<file path="src/rtl/wb_skid_stage.sv">
// Two-entry writeback skid buffer between MEM and WB, with a registered in_ready.
// It also provides a forwarding lookup over the buffered beats.
module wb_skid_stage #(
  parameter int DATA_W       = 32,
  parameter int ADDR_W       = 5,
  parameter bit ZERO_REG     = 1'b1,
  parameter bit DROP_NOWRITE = 1'b0
) (
  input  logic              clk,
  input  logic              rst,
  input  logic              flush,
  input  logic              in_valid,
  output logic              in_ready,
  input  logic              in_we,
  input  logic [ADDR_W-1:0] in_addr,
  input  logic [DATA_W-1:0] in_data,
  output logic              out_valid,
  input  logic              out_ready,
  output logic              wb_we,
  output logic [ADDR_W-1:0] wb_addr,
  output logic [DATA_W-1:0] wb_data,
  input  logic [ADDR_W-1:0] fwd_addr,
  output logic              fwd_hit,
  output logic [DATA_W-1:0] fwd_data,
  output logic [1:0]        occupancy
);

  typedef enum logic [1:0] {EMPTY = 2'd0, ONE = 2'd1, FULL = 2'd2} state_t;

  state_t              state_reg, state_next;
  logic                in_ready_reg;
  logic                main_we_reg, skid_we_reg;
  logic [ADDR_W-1:0]   main_addr_reg, skid_addr_reg;
  logic [DATA_W-1:0]   main_data_reg, skid_data_reg;
  logic                load_main_in, load_main_skid, load_skid;

  logic eff_we, accept, store, pop, main_valid, skid_valid;

  assign eff_we     = in_we && !(ZERO_REG && (in_addr == '0));
  assign accept     = in_valid && in_ready_reg;
  // A dropped no-write beat completes the handshake but never touches storage.
  assign store      = accept && (eff_we || !DROP_NOWRITE);
  assign main_valid = (state_reg != EMPTY);
  assign skid_valid = (state_reg == FULL);
  assign pop        = main_valid && out_ready;

  always_comb begin
    state_next     = state_reg;
    load_main_in   = 1'b0;
    load_main_skid = 1'b0;
    load_skid      = 1'b0;
    case (state_reg)
      EMPTY: begin
        if (store) begin
          state_next   = ONE;
          load_main_in = 1'b1;
        end
      end
      ONE: begin
        if (store && pop) begin
          load_main_in = 1'b1;
        end else if (store) begin
          state_next = FULL;
          load_skid  = 1'b1;
        end else if (pop) begin
          state_next = EMPTY;
        end
      end
      FULL: begin
        if (pop) begin
          state_next     = ONE;
          load_main_skid = 1'b1;
        end
      end
      default: state_next = EMPTY;
    endcase
    // Flush leaves the stored fields alone so wb_addr/wb_data keep their last value.
    if (flush) begin
      state_next     = EMPTY;
      load_main_in   = 1'b0;
      load_main_skid = 1'b0;
      load_skid      = 1'b0;
    end
  end

  always_ff @(posedge clk) begin
    if (rst) begin
      state_reg     <= EMPTY;
      in_ready_reg  <= 1'b1;
      main_we_reg   <= 1'b0;
      main_addr_reg <= '0;
      main_data_reg <= '0;
      skid_we_reg   <= 1'b0;
      skid_addr_reg <= '0;
      skid_data_reg <= '0;
    end else begin
      state_reg    <= state_next;
      in_ready_reg <= (state_next != FULL);
      if (load_main_in) begin
        main_we_reg   <= eff_we;
        main_addr_reg <= in_addr;
        main_data_reg <= in_data;
      end else if (load_main_skid) begin
        main_we_reg   <= skid_we_reg;
        main_addr_reg <= skid_addr_reg;
        main_data_reg <= skid_data_reg;
      end
      if (load_skid) begin
        skid_we_reg   <= eff_we;
        skid_addr_reg <= in_addr;
        skid_data_reg <= in_data;
      end
    end
  end

  assign in_ready  = in_ready_reg;
  assign out_valid = main_valid;
  assign wb_we     = main_valid && main_we_reg;
  assign wb_addr   = main_addr_reg;
  assign wb_data   = main_data_reg;
  assign occupancy = (state_reg == FULL) ? 2'd2 : (state_reg == ONE) ? 2'd1 : 2'd0;

  logic fwd_zero, main_match, skid_match;

  assign fwd_zero   = ZERO_REG && (fwd_addr == '0);
  assign main_match = main_valid && main_we_reg && (main_addr_reg == fwd_addr) && !fwd_zero;
  assign skid_match = skid_valid && skid_we_reg && (skid_addr_reg == fwd_addr) && !fwd_zero;
  assign fwd_hit    = main_match || skid_match;
  // SKID holds the younger beat, so it wins when both entries match.
  assign fwd_data   = skid_match ? skid_data_reg : (main_match ? main_data_reg : '0);

endmodule
</file>
<file path="config.mk">
export PLATFORM = sky130hd
export DESIGN_NAME = wb_skid_stage
export DESIGN_NICKNAME = d
export VERILOG_FILES = /design/src/rtl/wb_skid_stage.sv
export SDC_FILE = /design/constraint.sdc
export NUM_CORES = 1
export LEC_CHECK = 0
export ABC_AREA = 1
export CAP_MARGIN = 20
export CORE_MARGIN = 8
export CORE_UTILIZATION = 47
export DETAILED_ROUTE_END_ITERATION = 6
export PLACE_DENSITY = 0.88
export SYNTH_ARGS = -nofsm -noshare
export SYNTH_HDL_FRONTEND = slang
export SYNTH_SLANG_ARGS = --single-unit
</file>
<file path="constraint.sdc">
create_clock -name clk -period 1.7 [get_ports clk]
set_input_delay 0.17 -clock clk [delete_from_list [all_inputs] [get_ports clk]]
set_output_delay 0.17 -clock clk [all_outputs]
set_load 0.02 [all_outputs]
</file>
* After elaboration in Yosys (flattened, before gate mapping)
Cells that the tools add are included.
** Word-level totals
- Input port bits :: 48
- Flip-flop bits (word level) :: 79
** Cells by class
- Mux-type cells :: 27
- Reduce and logical (&&, ||, !) cells :: 18
- Eq/ne operators :: 5
** Operators by type and width (number)
- two-way mux 32 bit :: 4
- two-way mux 2 bit :: 7
- two-way mux 1 bit :: 12
- == test 5 bit :: 2
- logical AND 1 bit :: 10
- logical NOT 5 bit :: 2
- two-way mux 5 bit :: 2
- one-hot mux 2 bit (3 select lines) :: 1
- nonzero test 2 bit :: 2
- == test 2 x 1 -> 1 bit (second input constant) :: 1
- == test 2 bit (second input constant) :: 1
- logical NOT 1 bit :: 2
- logical NOT 2 bit :: 1
- inequality test 2 bit (second input constant) :: 1
- one-hot mux 1 bit (2 select lines) :: 1
- logical OR 1 bit :: 1

* Logic depth before layout (Yosys ltp)
- Depth in word-level cells :: 8
- Gate-level depth with buffers :: 9
- Depth with buffers taken out :: 8

* Least setup slack after synthesis
Ideal clock, no wire load.
- Path kind :: reg2out
- From :: register state_reg[1]
- To :: output port fwd_hit
- Data required time :: 1.530 ns
- Arrival :: 1.458 ns
- Slack :: 0.072 ns
- Stages on the path, launching flop included :: 7
- Cell sequence :: dfxtp_1 > inv_2 > nand2_1 > nand2_1 > nor2_1 > nand2_2 > o21ai_0
** On the way
- Longest elaborated chain between the ends :: 5
- Elaborated cells between the ends (all ways) :: 9
- Classes of those cells :: eq/ne: 1; reduce/logical: 8
** Ends and longest elaborated chain
- from (decl) :: line 30 : state_t state_reg, state_next;
- from (signal assigned) :: line 97 : state_reg <= state_next;
- nonzero test 2 bit :: line 43 : assign main_valid = (state_reg != EMPTY);
- net out_valid :: line 17 : output logic out_valid,
- logical AND 1 bit (3 in series) :: line 126 : assign main_match = main_valid && main_we_reg && (main_addr_reg == fwd_addr) && !fwd_zero;
- logical OR 1 bit :: line 128 : assign fwd_hit = main_match || skid_match;
- to (decl) :: line 23 : output logic fwd_hit,
The timed path passes the listed nets, and every way through them passes these cells.

* Worst setup path in the final report
- From :: register state_reg[0]
- To :: output port fwd_hit
** On the way
- Longest elaborated chain between the ends :: 5
- Elaborated cells between the ends (all ways) :: 9
- Classes of those cells :: eq/ne: 1; reduce/logical: 8
** Ends and longest elaborated chain (line)
- == test 2 bit or nonzero test 2 bit (tied branches) :: 44, 43
- logical AND 1 bit (on tied branches) (3 in series) :: 127, 126
- logical OR 1 bit * :: 128
Mark *: on every way between the ends. The rest lies on a longest branch, timed or not.

==> impl_metrics.py <==
metrics = {
    "timing": {
        "worst_slew_margin_rel": 0.6954,
        "post-route-worst-setup-slack_ns": -0.2593,
        "setup_viol": 33,
        "worst_clock_skew_ns": 0.01018,
        "finalCritPeriodShare": 1.153,
        "post_layout_min_period_ns": 1.959,
        "unrepaired_setup_endpoints_after_global_routing": "yes",
        "report.final.slew_viol_count": 0,
        "achievable-frequency_mhz": 510.4,
        "worst_slew_pin_slew_ns": 0.4569,
        "hold_viol_final": 0,
    },
    "pwr": {
        "worst_case_vdd_ir_drop_mv": 0.3899,
        "p_seq_frac": 0.468,
        "p_sw_frac": 0.2744,
        "cellLeakagePower_nw": 2.454,
        "combinationalPowerShare": 0.160,
        "cellPowerDensity_nw_per_um2": 669.5,
        "clock_share_of_power": 0.372,
        "internal_power_w": 0.003045,
        "p_switching_w": 0.001151,
    },
    "synth": {
        "postSynthRegisterBits": 79,
        "syn_area_per_cell_um2": 6.925,
        "synthesis.nets": 633,
        "synthesis.instances": 585,
        "yosysWarnings": 0,
        "summed_instance_area_of_the_synthesized_netlist_um2": 4051,
        "yosysUniqueCellTypes": 25,
        "ys_seq_area_frac": 0.3904,
    },
    "global_routing": {
        "grt_overflow": 0,
        "grt.total_usage": 0.2423,
        "grt_max_degree": 49,
        "first_global_vias": 4721,
        "grt_first_pass_wirelength_mm": 23.20,
        "grt_antenna_before_repair": 0,
    },
    "route": {
        "detail-route-antenna-nets": 0,
        "drt_drc_violations_left": 0,
        "vias": 4943,
        "detail_route.first_pass.iterations": 5,
        "total_detailed_routing_wirelength_mm": 15.20,
        "met3WireLength_mm": 1.420,
        "m1WireLength_mm": 5.765,
        "vias_per_cell": 5.913,
        "met2_wirelength_mm": 7.656,
        "maxUsedRoutingLayer": "met4",
        "dr.first_iter.drc_count": 429,
        "routedWlPerCell_um": 18.18,
    },
    "worst_setup_path": {
        "criticalPathCategory": "register to primary output",
        "max_fanout_on_critical_path": 9,
        "critPathLaunchType": "register",
        "critical_path_arrival_ns": 1.79,
        "timing.critical_path.required_ns": 1.53,
        "critPathCaptureType": "primary output",
    },
    "run_status": {
        "status": "finished, violations left",
        "violations": "negative setup slack",
    },
    "floorplanning": {
        "die_h_um": 108.8,
        "dieArea_um2": 11850,
        "io_pins": 123,
        "starting_utilization_of_the_core_area": 0.4738,
        "floorplan.rows": 34,
        "core_area_um2": 8551,
        "die_width_um": 108.8,
    },
    "cells_and_area": {
        "fillCellCount": 653,
        "antenna-diode-count": 0,
        "ff_latch_area_um2": 1598,
        "layout.cells.non_filler": 836,
        "finalCoreUtilization": 0.7330,
        "drive_above_1_share": 0.2706,
        "area_growth_pct": 54.69,
        "layout.nets": 771,
        "multiInputGateArea_um2": 2290,
    },
    "cts": {
        "clock_tree.htree_level_count": 3,
        "tritoncts.num_buffers": 9,
        "clk_root_buffer_cell": "sky130_fd_sc_hd__clkbuf_8",
        "tritoncts_clock_tree": "yes",
        "number_of_buffers_on_the_longest_clock_path": 2,
        "worst_skew_pair.late_latency_ns": 0.35,
        "clkSlewWorstSetupHoldPaths_ns": 0.09,
        "clock_sink_count": 79,
    },
    "hold_path": {
        "worstHoldPathType": "input pin to register",
    },
    "place": {
        "place_hpwl_mm": 9.809,
        "place.detailed.instances": 811,
        "gp_congestion": 0.8625,
        "numPortBuffers": 122,
    },
    "job": {
        "maxCapViolCount": 0,
    },
}
-- power groups by stage --
| stage | combinational [W] | clock (W) | sequential, W |
|---|---|---|---|
| detailed placement | 0.000628 | 0 | 0.00200 |
| finish | 0.000671 | 0.00156 | 0.00196 |
| CTS | 0.000649 | 0.00157 | 0.00196 |
| global placement | 0.000612 | 0 | 0.00199 |
| global route | 0.000722 | 0.00165 | 0.00197 |
| floorplan | 0.000248 | 0 | 0.00204 |
-- Yosys cell counts --
master / count / area, um^2
sky130_fd_sc_hd__nor2_1: 25 / 93.84
sky130_fd_sc_hd__a31oi_1: 32 / 200.2
sky130_fd_sc_hd__clkinv_1: 1 / 3.750
sky130_fd_sc_hd__buf_2: 12 / 60.06
sky130_fd_sc_hd__a21oi_1: 39 / 195.2
sky130_fd_sc_hd__nor3_1: 2 / 10.01
sky130_fd_sc_hd__nand4_1: 33 / 206.5
sky130_fd_sc_hd__buf_6: 1 / 11.26
sky130_fd_sc_hd__buf_1: 2 / 7.510
sky130_fd_sc_hd__inv_2: 3 / 11.26
sky130_fd_sc_hd__xnor2_1: 5 / 43.79
sky130_fd_sc_hd__nor4_1: 1 / 6.260
sky130_fd_sc_hd__inv_1: 61 / 229.0
sky130_fd_sc_hd__o21ai_0: 42 / 210.2
sky130_fd_sc_hd__buf_4: 6 / 45.04
sky130_fd_sc_hd__nor2_4: 2 / 22.52
sky130_fd_sc_hd__o21a_1: 1 / 7.510
sky130_fd_sc_hd__nor2_2: 3 / 18.77
sky130_fd_sc_hd__nand2_1: 62 / 232.7
sky130_fd_sc_hd__clkbuf_1: 30 / 112.6
sky130_fd_sc_hd__nor2_8: 1 / 20.02
sky130_fd_sc_hd__o22ai_1: 5 / 31.28
sky130_fd_sc_hd__nand3_1: 133 / 665.6
sky130_fd_sc_hd__nand2_2: 4 / 25.02
sky130_fd_sc_hd__dfxtp_1: 79 / 1582
-- cell type report --
class | instances | area share
Clock buffer | 9 | 0.01976
Inverter | 65 | 0.03933
Multi-Input combinational cell | 390 | 0.3653
Clock inverter | 7 | 0.01517
Sequential cell | 79 | 0.2549
Timing Repair Buffer | 178 | 0.2839
Tap cell | 108 | 0.02156
-- metrics by stage --
step	setup TNS (ns)	power [W]	setup WS [ns]	hold slack, ns	instance area (um^2)
2_1_floorplan	0	0.002287	0.07163	0.3082	4051
4_1_cts	-5.489	0.004177	-0.1968	0.3484	5937
6_report	-7.346	0.004196	-0.2593	0.3621	6267
3_5_place_dp	-24.52	0.002625	-0.8030	0.4534	5589
5_1_grt	-9.861	0.004339	-0.3406	0.3797	6267
3_3_place_gp	-22.94	0.002607	-0.7345	0.4444	5589
-- cell usage in the layout (no fill, tap or decap), types with 3 or more instances in the layout --
cell type,n
sky130_fd_sc_hd__clkdlybuf4s50_1,79
sky130_fd_sc_hd__buf_12,4
sky130_fd_sc_hd__buf_6,37
sky130_fd_sc_hd__inv_1,59
sky130_fd_sc_hd__buf_4,43
sky130_fd_sc_hd__nor2_2,5
sky130_fd_sc_hd__dlygate4sd2_1,7
sky130_fd_sc_hd__a31oi_1,32
sky130_fd_sc_hd__nand2_2,33
sky130_fd_sc_hd__dfxtp_1,70
sky130_fd_sc_hd__o22ai_1,5
sky130_fd_sc_hd__clkbuf_8,9
sky130_fd_sc_hd__nand3_2,22
sky130_fd_sc_hd__o21ai_0,41
sky130_fd_sc_hd__nand2_1,30
sky130_fd_sc_hd__nor2_4,7
sky130_fd_sc_hd__nand3_4,3
sky130_fd_sc_hd__xnor2_1,3
sky130_fd_sc_hd__a21oi_1,39
sky130_fd_sc_hd__nand3_1,108
sky130_fd_sc_hd__inv_2,4
sky130_fd_sc_hd__nand4_1,33
sky130_fd_sc_hd__nand2_4,3
sky130_fd_sc_hd__dfxtp_2,7
sky130_fd_sc_hd__nor2_1,18
-- critical path, stage by stage (launching register included) --
cell                        delay [ns]
sky130_fd_sc_hd__dfxtp_4          0.37
sky130_fd_sc_hd__inv_4            0.07
sky130_fd_sc_hd__nand2_4          0.06
sky130_fd_sc_hd__nor2_4           0.08
sky130_fd_sc_hd__nand2_2          0.06
sky130_fd_sc_hd__nor2_4           0.17
sky130_fd_sc_hd__nand2_4          0.15
sky130_fd_sc_hd__clkbuf_16        0.20
sky130_fd_sc_hd__o21ai_1          0.10
sky130_fd_sc_hd__buf_4            0.17
-- metal layers --
| layer | up-vias | GRT usage |
|---|---|---|
| li1 | 2289 | - |
| met1 | 2296 | 0.2906 |
| met2 | 316 | 0.4102 |
| met3 | 42 | 0.05792 |
| met4 | 0 | 0.09384 |
| met5 | - | 0 |
-- worst paths after layout --
path	from	endpoint	slack [ns]	cells past startpoint
hold / removal	rst	wb_addr[3]	0.36	3
hold reg to reg	skid_data_reg[6]	skid_data_reg[6]	0.47	2
setup / recovery	state_reg[0]	fwd_hit	-0.26	9
setup reg to reg	state_reg[0]	wb_data[26]	0.06	8
-- repair_timing --
item | 4_1_cts | 5_1_grt
pin swaps | 20 | 14
endpoints found under the setup margin | 37 | 71
buffers inserted | 6 | 1
gates resized for setup | 226 | 79
hold buffers | 0 | 0
gates cloned | 0 | 2
-- logic make-up after synthesis --
logic type,share of synthesized area
xor+xnor,0.01081
simple gates,0.3212
flops,0.3904
compound gates,0.1590
buf+inv,0.1186
No activity file was read; power rests on OpenSTA's default activity.
